**src/rtl/btle_phy_arbiter.sv**
```systemverilog
// btle_phy_arbiter
// -----------------------------------------------------------------------------
// Shares one btle_phy between NUM_MASTER link-layer clients. Clients are served
// one at a time in round-robin order. For each grant the arbiter latches that
// client's radio configuration, runs one TX on the PHY, and then either finishes
// straight away or opens an IFS-timed RX window. When the transaction ends it
// sends a one-cycle done pulse and a status word back to the owning client.
//
// Ports
//   clk, rst                  : system clock, synchronous active-high reset
//   req[k]                    : client k wants the PHY (level, held until done[k])
//   req_rx_after_tx[k]        : client k wants an RX window after its TX
//   req_access_address        : 32 bits per client, client k at slice k
//   req_channel_number        : CHANNEL_NUMBER_BIT_WIDTH bits per client
//   req_crc_state_init_bit    : CRC_STATE_BIT_WIDTH bits per client
//   gnt                       : one-hot owner, high from LOAD through DONE
//   done                      : one-cycle pulse to the owner at transaction end
//   status_crc_ok/timeout/payload_length : transaction status, valid with done
//   tx_* outputs              : latched TX configuration and load/start pulses
//   tx_iq_valid_last          : PHY marks the last TX sample
//   rx_* outputs              : latched RX configuration and RX window enable
//   rx_hit_flag, rx_decode_end, rx_crc_ok, rx_payload_length : PHY RX results
// -----------------------------------------------------------------------------
module btle_phy_arbiter #(
   parameter int NUM_MASTER               = 2,
   parameter int CRC_STATE_BIT_WIDTH      = 24,
   parameter int CHANNEL_NUMBER_BIT_WIDTH = 6,
   parameter int IFS_CYCLES               = 2400,
   parameter int RX_WIN_CYCLES            = 640,
   parameter int TIMER_BIT_WIDTH          = 16
) (
   input  logic                                           clk,
   input  logic                                           rst,
   input  logic [NUM_MASTER-1:0]                          req,
   input  logic [NUM_MASTER-1:0]                          req_rx_after_tx,
   input  logic [32*NUM_MASTER-1:0]                       req_access_address,
   input  logic [CHANNEL_NUMBER_BIT_WIDTH*NUM_MASTER-1:0] req_channel_number,
   input  logic [CRC_STATE_BIT_WIDTH*NUM_MASTER-1:0]      req_crc_state_init_bit,
   output logic [NUM_MASTER-1:0]                          gnt,
   output logic [NUM_MASTER-1:0]                          done,
   output logic                                           status_crc_ok,
   output logic                                           status_timeout,
   output logic [6:0]                                     status_payload_length,
   output logic [31:0]                                    tx_access_address,
   output logic [CRC_STATE_BIT_WIDTH-1:0]                 tx_crc_state_init_bit,
   output logic [CHANNEL_NUMBER_BIT_WIDTH-1:0]            tx_channel_number,
   output logic                                           tx_crc_state_init_bit_load,
   output logic                                           tx_channel_number_load,
   output logic                                           tx_start,
   input  logic                                           tx_iq_valid_last,
   output logic [31:0]                                    rx_unique_bit_sequence,
   output logic [CHANNEL_NUMBER_BIT_WIDTH-1:0]            rx_channel_number,
   output logic [CRC_STATE_BIT_WIDTH-1:0]                 rx_crc_state_init_bit,
   output logic                                           rx_enable,
   input  logic                                           rx_hit_flag,
   input  logic                                           rx_decode_end,
   input  logic                                           rx_crc_ok,
   input  logic [6:0]                                     rx_payload_length
);

   localparam int IDX_W = (NUM_MASTER > 1) ? $clog2(NUM_MASTER) : 1;
   localparam logic [NUM_MASTER-1:0] ONE = NUM_MASTER'(1);
   localparam logic [TIMER_BIT_WIDTH-1:0] IFS_LOAD = TIMER_BIT_WIDTH'(IFS_CYCLES - 1);
   localparam logic [TIMER_BIT_WIDTH-1:0] RXW_LOAD = TIMER_BIT_WIDTH'(RX_WIN_CYCLES - 1);

   typedef enum logic [2:0] {
      S_IDLE,
      S_LOAD,
      S_START,
      S_TX_WAIT,
      S_IFS,
      S_RX_WAIT,
      S_DONE
   } state_t;

   state_t                              state;
   logic [IDX_W-1:0]                    rr_ptr;
   logic [IDX_W-1:0]                    owner;
   logic                                rx_after;
   logic                                hit_sticky;
   logic [TIMER_BIT_WIDTH-1:0]          timer;
   logic [31:0]                         cfg_access_address;
   logic [CHANNEL_NUMBER_BIT_WIDTH-1:0] cfg_channel_number;
   logic [CRC_STATE_BIT_WIDTH-1:0]      cfg_crc_state_init_bit;

   logic                                pick_valid;
   logic [IDX_W-1:0]                    pick_idx;
   logic [IDX_W-1:0]                    cand_idx;
   int                                  cand;

   // The latched configuration drives both the TX and RX sides of the PHY.
   // The RX correlator looks for the same access address the TX just sent.
   assign tx_access_address      = cfg_access_address;
   assign tx_channel_number      = cfg_channel_number;
   assign tx_crc_state_init_bit  = cfg_crc_state_init_bit;
   assign rx_unique_bit_sequence = cfg_access_address;
   assign rx_channel_number      = cfg_channel_number;
   assign rx_crc_state_init_bit  = cfg_crc_state_init_bit;

   // Round-robin pick: scan from rr_ptr upward with wrap-around. The loop
   // runs from the farthest offset down to the nearest, so the requester
   // closest to rr_ptr is the last one written and therefore wins.
   always_comb begin
      pick_valid = 1'b0;
      pick_idx   = '0;
      cand       = 0;
      cand_idx   = '0;
      for (int i = NUM_MASTER - 1; i >= 0; i--) begin
         cand = int'(rr_ptr) + i;
         if (cand >= NUM_MASTER) begin
            cand = cand - NUM_MASTER;
         end
         cand_idx = IDX_W'(cand);
         if (req[cand_idx]) begin
            pick_valid = 1'b1;
            pick_idx   = cand_idx;
         end
      end
   end

   // Transaction sequencer. Every output is a register updated here, so each
   // pulse is set on the transition into the state that owns it and cleared on
   // the way out. A reset mid-transaction simply drops everything. The PHY
   // gets no abort notification and has to recover on its own.
   always_ff @(posedge clk) begin
      if (rst) begin
         state                      <= S_IDLE;
         rr_ptr                     <= '0;
         owner                      <= '0;
         rx_after                   <= 1'b0;
         hit_sticky                 <= 1'b0;
         timer                      <= '0;
         cfg_access_address         <= '0;
         cfg_channel_number         <= '0;
         cfg_crc_state_init_bit     <= '0;
         gnt                        <= '0;
         done                       <= '0;
         status_crc_ok              <= 1'b0;
         status_timeout             <= 1'b0;
         status_payload_length      <= '0;
         tx_crc_state_init_bit_load <= 1'b0;
         tx_channel_number_load     <= 1'b0;
         tx_start                   <= 1'b0;
         rx_enable                  <= 1'b0;
      end else begin
         tx_crc_state_init_bit_load <= 1'b0;
         tx_channel_number_load     <= 1'b0;
         tx_start                   <= 1'b0;

         case (state)
            S_IDLE: begin
               if (pick_valid) begin
                  owner <= pick_idx;
                  gnt   <= ONE << pick_idx;
                  state <= S_LOAD;
               end
            end

            S_LOAD: begin
               cfg_access_address     <= req_access_address[32*int'(owner) +: 32];
               cfg_channel_number     <= req_channel_number[CHANNEL_NUMBER_BIT_WIDTH*int'(owner) +: CHANNEL_NUMBER_BIT_WIDTH];
               cfg_crc_state_init_bit <= req_crc_state_init_bit[CRC_STATE_BIT_WIDTH*int'(owner) +: CRC_STATE_BIT_WIDTH];
               rx_after               <= req_rx_after_tx[owner];
               hit_sticky             <= 1'b0;
               tx_crc_state_init_bit_load <= 1'b1;
               tx_channel_number_load     <= 1'b1;
               tx_start                   <= 1'b1;
               state                      <= S_START;
            end

            S_START: begin
               state <= S_TX_WAIT;
            end

            S_TX_WAIT: begin
               if (tx_iq_valid_last) begin
                  if (rx_after) begin
                     timer <= IFS_LOAD;
                     state <= S_IFS;
                  end else begin
                     done                  <= ONE << owner;
                     status_crc_ok         <= 1'b0;
                     status_timeout        <= 1'b0;
                     status_payload_length <= '0;
                     state                 <= S_DONE;
                  end
               end
            end

            S_IFS: begin
               if (timer == '0) begin
                  timer     <= RXW_LOAD;
                  rx_enable <= 1'b1;
                  state     <= S_RX_WAIT;
               end else begin
                  timer <= timer - 1'b1;
               end
            end

            // A decode end always beats the timeout, even in the same cycle.
            // Once a hit has been seen the window can no longer time out,
            // because the packet is already being received and only the
            // decoder can close it.
            S_RX_WAIT: begin
               if (rx_decode_end) begin
                  done                  <= ONE << owner;
                  status_crc_ok         <= rx_crc_ok;
                  status_timeout        <= 1'b0;
                  status_payload_length <= rx_payload_length;
                  rx_enable             <= 1'b0;
                  state                 <= S_DONE;
               end else begin
                  if (rx_hit_flag) begin
                     hit_sticky <= 1'b1;
                  end
                  if (!(hit_sticky || rx_hit_flag)) begin
                     if (timer == '0) begin
                        done                  <= ONE << owner;
                        status_crc_ok         <= 1'b0;
                        status_timeout        <= 1'b1;
                        status_payload_length <= '0;
                        rx_enable             <= 1'b0;
                        state                 <= S_DONE;
                     end else begin
                        timer <= timer - 1'b1;
                     end
                  end
               end
            end

            S_DONE: begin
               done                  <= '0;
               gnt                   <= '0;
               status_crc_ok         <= 1'b0;
               status_timeout        <= 1'b0;
               status_payload_length <= '0;
               hit_sticky            <= 1'b0;
               if (int'(owner) == NUM_MASTER - 1) begin
                  rr_ptr <= '0;
               end else begin
                  rr_ptr <= owner + 1'b1;
               end
               state <= S_IDLE;
            end

            default: begin
               state <= S_IDLE;
            end
         endcase
      end
   end

endmodule

```
**config.mk**
```make
export PLATFORM = sky130hd
export DESIGN_NAME = btle_phy_arbiter
export DESIGN_NICKNAME = d
export VERILOG_FILES = /design/src/rtl/btle_phy_arbiter.sv
export SDC_FILE = /design/constraint.sdc
export NUM_CORES = 1
export LEC_CHECK = 0
export ABC_CLOCK_PERIOD_IN_PS = 2700
export BUFFER_PORTS_ARGS = -buffer_cell sky130_fd_sc_hd__buf_2
export CAP_MARGIN = 25
export CORE_MARGIN = 5
export CORE_UTILIZATION = 41
export DETAILED_ROUTE_END_ITERATION = 7
export HOLD_SLACK_MARGIN = 0.05
export PLACE_DENSITY = 0.87
export SYNTH_ARGS = -nofsm -noshare
export SYNTH_HDL_FRONTEND = slang
export SYNTH_SLANG_ARGS = --single-unit
export TNS_END_PERCENT = 50
```
**constraint.sdc**
```tcl
create_clock -name clk -period 2.7 [get_ports clk]
set_input_delay 0.135 -clock clk [delete_from_list [all_inputs] [get_ports clk]]
set_output_delay 0.135 -clock clk [all_outputs]
set_load 0.03 [all_outputs]
```
# Word-level counts from Yosys, hierarchy flattened
# Cells that the tools add are included.
word_totals:
  reg_bits: 100
op_classes:
  n_addsub: 5
  multipliers: 2
  order_cmp: 5
  n_eq_ne: 17
  n_shift: 5
  muxes: 58
  reduce_logical: 16
op_table:
  columns: ["cell", "count"]
  rows:
  - ["2-to-1 mux 16 bit", 6]
  - ["variable part select 64 x 7 -> 32 bit", 1]
  - ["one-hot mux 16 bit (3 select lines)", 1]
  - ["variable part select 48 x 7 -> 24 bit", 1]
  - ["2-to-1 mux 7 bit", 5]
  - ["2-to-1 mux 1 bit", 25]
  - ["one-hot mux 7 bit (3 select lines)", 1]
  - ["2-to-1 mux 3 bit", 6]
  - ["inequality test 2 bit, second input constant", 9]
  - ["one-hot mux 3 bit (6 select lines)", 1]
  - ["zero test 16 bit", 1]
  - ["subtractor 16 x 1 -> 16 bit, second input constant", 1]
  - ["2-to-1 mux 2 bit", 7]
  - ["variable part select 12 x 5 -> 6 bit", 1]
  - ["AND reduction 5 bit", 2]
  - ["equality test 3 bit, second input constant", 3]
  - ["equality test 3 x 2 -> 1 bit, second input constant", 2]
  - ["< comparator 1 x 2 -> 1 bit, second input constant", 3]
  - ["multiplier 2 x 1 -> 3 bit, first input constant", 2]
  - ["inequality test 3 bit, second input constant", 2]
  - ["one-hot mux 1 bit (3 select lines)", 2]
  - ["one-hot mux 2 bit (3 select lines)", 1]
  - ["AND reduction 6 bit", 1]
  - ["nonzero test 2 bit", 3]
  - ["16 further kinds", 21]

# Depth between registers and ports, before layout
depth:
  word_depth: 10
  depth_mapped: 10

# Worst setup path after synthesis
# No wires, ideal clock.
synth_path:
  kind: "reg-to-reg"
  start: "reg timer[0]"
  end: "reg timer[3]"
  setup_time_ns: 0.123
  arrival_ns: 2.369
  required_ns: 2.577
  setup_slack_ns: 0.208
  stages_incl_launch_ff: 11
  path_buffers: 3
  path_cell_list: "dfxtp_1 inv_1 ha_1 or3b_2 clkbuf_1 or4_4 buf_6 o211a_1 buf_2 o21ai_0 a211oi_2"
synth_between:
  elab_chain_cells: 5
  word_cells_on_any_way: 9
synth_lines:
  columns: ["element", "line_no", "source"]
  rows:
  - ["from (decl)", "81", "logic [TIMER_BIT_WIDTH-1:0] timer;"]
  - ["from (signal assigned)", "196", "timer <= timer - 1'b1;"]
  - ["from (signal assigned)", "225", "timer <= timer - 1'b1;"]
  - ["subtractor 16 x 1 -> 16 bit", "196, 225", null]
  - ["2-to-1 mux 16 bit", "217", "if (timer == '0) begin"]
  - ["2-to-1 mux 16 bit", "216", "if (!(hit_sticky || rx_hit_flag)) begin"]
  - ["2-to-1 mux 16 bit", "205", "if (rx_decode_end) begin"]
  - ["one-hot mux 16 bit (3 select lines)", "150", "case (state)"]
# Several ways; a longest one is shown, not always the timed one. The select of a mux whose other input is x is not followed.
# A chain may end at the register's enable or synchronous reset.

# Worst setup path in the final report
layout_path:
  start: "reg timer[0]"
  end: "reg timer[5]"
# The elaborated chain is that of the path after synthesis.

==> out/metrics.yaml <==
logic_synthesis:
  syn-num-nets: 708
  ys_ff_latch: 100
  ys.flop_type: "dfxtp_1"
  mappedNetlistArea_sq_um: 5065
  yosysMostFrequentCell: "dfxtp_1"
  synthArstFlopShare: 0
  syn_avg_cell_area_sq_um: 8.949
  synth.distinct_cells: 54
  synth.area.top_cells: "dfxtp_1 (40%), mux2i_1 (13%), a211oi_1 (9.8%)"
  yosysSeqAreaShare: 0.3953
  synth_edf_count: 0
  yosys.area.top_type: "dfxtp_1"
  ys_top_cells_by_count: "dfxtp_1 (100), nor2_1 (82), a211oi_1 (66)"
  synth_warnings: 0
  synth.top_cell.area_share: 0.3953
  syn_inst: 566
routing:
  route.met3.wl_um: 987
  viasPerCell: 4.957
  drtAntennaViolNets: 0
  wl_met2_mm: 7.535
  wirelength_mm: 14.80
  drtIter0Drc: 196
  wl_per_cell_um: 15.64
  highest_layer: "met4"
  route.detailed.drc: 0
  vias: 4689
  dr.pass1.iters: 5
  m1WireLength_mm: 6.002
clocking:
  htree_levels: 3
  post_cts_resized: 0
  cts_buffers: 9
  cts_tree: "yes"
  cts.reportedPaths.clkPinSlew_ns: 0.07
  post-cts-setup-buffer-count: 0
  clk_latency_ns: 0.34
  clock_sinks: 100
  clock_path_buffers: 2
  root_buffer: "clkbuf_16"
setup_path:
  endpoint_kind: "flop"
  startpoint_type: "flop"
  cp.arrival_ns: 2.74
  worstPathRequired_ns: 2.93
  critPathKind: "reg2reg"
  crit_fanout: 14
layout:
  diodes: 0
  postLayoutCoreUtil: 0.5407
  nNetsFinal: 915
  final_area_sq_um: 6521
  fillers: 1123
  area_growth_pct: 28.75
  layout-drive-gt1-share: 0.4216
sta:
  hold_ws_ns: 0.06782
  fmax_ghz: 0.3993
  finalClockSkew_ns: 0.004590
  post-route-period-util: 0.9276
  slew_headroom: 0.5824
  maxSlewViolCount: 0
  fin_crit_ns: 2.504
  setup_tns_ns: 0
  worst_slack_ns: 0.1955
  tightest_slew_ns: 0.6264
  rsz0062_at_grt: "false"
  setup_viol_count_final: 0
  hold_viol: 0
floorplanning:
  die_h_um: 121.1
  fp.dieW_um: 121.1
  ios: 282
  core-area_sq_um: 12060
  die-area_sq_um: 14680
  rows: 40
  start_util: 0.4199
global_routing:
  gr-total-overflow: 0
  grt_pass1_vias: 4502
  grt_pass1_wl_mm: 22.52
  grt_antenna_before_repair: 0
  grt_max_degree: 70
  grtUsageTotal: 0.1893
placement:
  post-place-ws_ns: 0.1998
  dp_hpwl_mm: 11.55
  post_dp_cell_area_sq_um: 6163
  port_buffers: 281
  gp_congestion: 0.8948
pwr:
  ir_drop_v: 0.0003916
  p_leak_nw: 3.009
  power_density_nw_per_um2: 687.5
run:
  cap_violations: 0
min_path:
  hold_path.class: "in2reg"
status:
  status: "complete, no violations"
## placed cells by master, fill, tap and decap left out, types with 4 or more instances in the layout
cell type and n:
mux2i_1 64, or4_1 4, buf_4 11, nor2_1 82, o21ai_0 10, buf_2 281
inv_1 7, nor3_1 10, nand2_1 17, a21oi_1 30, dlygate4sd3_1 8, dfxtp_1 99
a211oi_1 66, a22o_1 9, clkbuf_16 9, nand3_1 6
## power by group
group | switching, W | leakage [nW] | internal [W] | total, W
Sequential | 0.000133 | 0.820 | 0.00162 | 0.00175
Combinational | 0.000998 | 2.05 | 0.000514 | 0.00151
Clock | 0.000558 | 0.134 | 0.000659 | 0.00122
## final timing paths
path / startpoint / end / slack [ns] / depth (start not counted)
setup / recovery: timer[0] / timer[5] / 0.20 / 7
hold / removal: rst / rx_unique_bit_sequence[30] / 0.07 / 2
setup reg to reg: timer[0] / timer[5] / 0.20 / 7
hold reg to reg: done[1] / done[1] / 0.47 / 2
## critical path: stages (launching register included)
cell and delay, ns:
dfxtp_1 0.34, inv_1 0.07, ha_1 0.18, or3b_2 0.47
or4_4 0.59, o211ai_4 0.39, nor2_1 0.10, o221a_2 0.25
## layer usage
metal  track usage  vias up
met5             0        -
met4       0.05672        0
met3       0.04802       18
met2        0.3328      185
met1        0.2272     2092
li1              -     2394
## area by class of cell
class | count | area (sq um) | share of cell area
Multi-Input combinational cell | 352 | 2372 | 0.3638
Sequential cell | 100 | 2006 | 0.3076
Timing Repair Buffer | 303 | 1629 | 0.2498
Clock buffer | 12 | 246.5 | 0.03780
Tap cell | 168 | 210.2 | 0.03223
Clock inverter | 4 | 31.28 | 0.004797
Inverter | 7 | 26.28 | 0.004029
## per-stage QoR
step | cells | total power [W]
4_1_cts | 946 | 0.004534
3_5_place_dp | 922 | 0.003297
3_3_place_gp | 922 | 0.003273
5_1_grt | 946 | 0.004725
2_1_floorplan | 566 | 0.002960
6_report | 946 | 0.004484
## cell families (layout without fill, tap and decap cells)
| logic type | count (synthesis) | in the layout | share of synthesized area |
|---|---|---|---|
| XOR/XNOR | 1 | 1 | 0.001730 |
| flip-flops | 100 | 100 | 0.3953 |
| AO/OA/AOI/OAI | 139 | 139 | 0.1979 |
| AND/OR/NAND/NOR | 147 | 147 | 0.1388 |
| buffers and inverters | 114 | 326 | 0.1374 |
| adder cells (fa/ha/maj) | 1 | 1 | 0.002470 |
| multiplexers | 64 | 64 | 0.1265 |
## flip-flops by register name, indices dropped and copies added (netlist names)
| name | flops |
|---|---|
| state | 3 |
| timer | 16 |
| rr_ptr | 1 |
| tx_start | 1 |
| gnt | 2 |
| rx_crc_state_init_bit | 24 |
| status_crc_ok | 1 |
| status_timeout | 1 |
| rx_after | 1 |
| hit_sticky | 1 |
| rx_channel_number | 6 |
| done | 2 |
| owner | 1 |
| status_payload_length | 7 |
| rx_enable | 1 |
| rx_unique_bit_sequence | 32 |
## timing repair
action	in CTS	in global routing
hold buffers	8	0
hold endpoints to repair	8	0
endpoints found under the setup margin	0	0
Note: power is estimated with default switching activity, not from simulation.
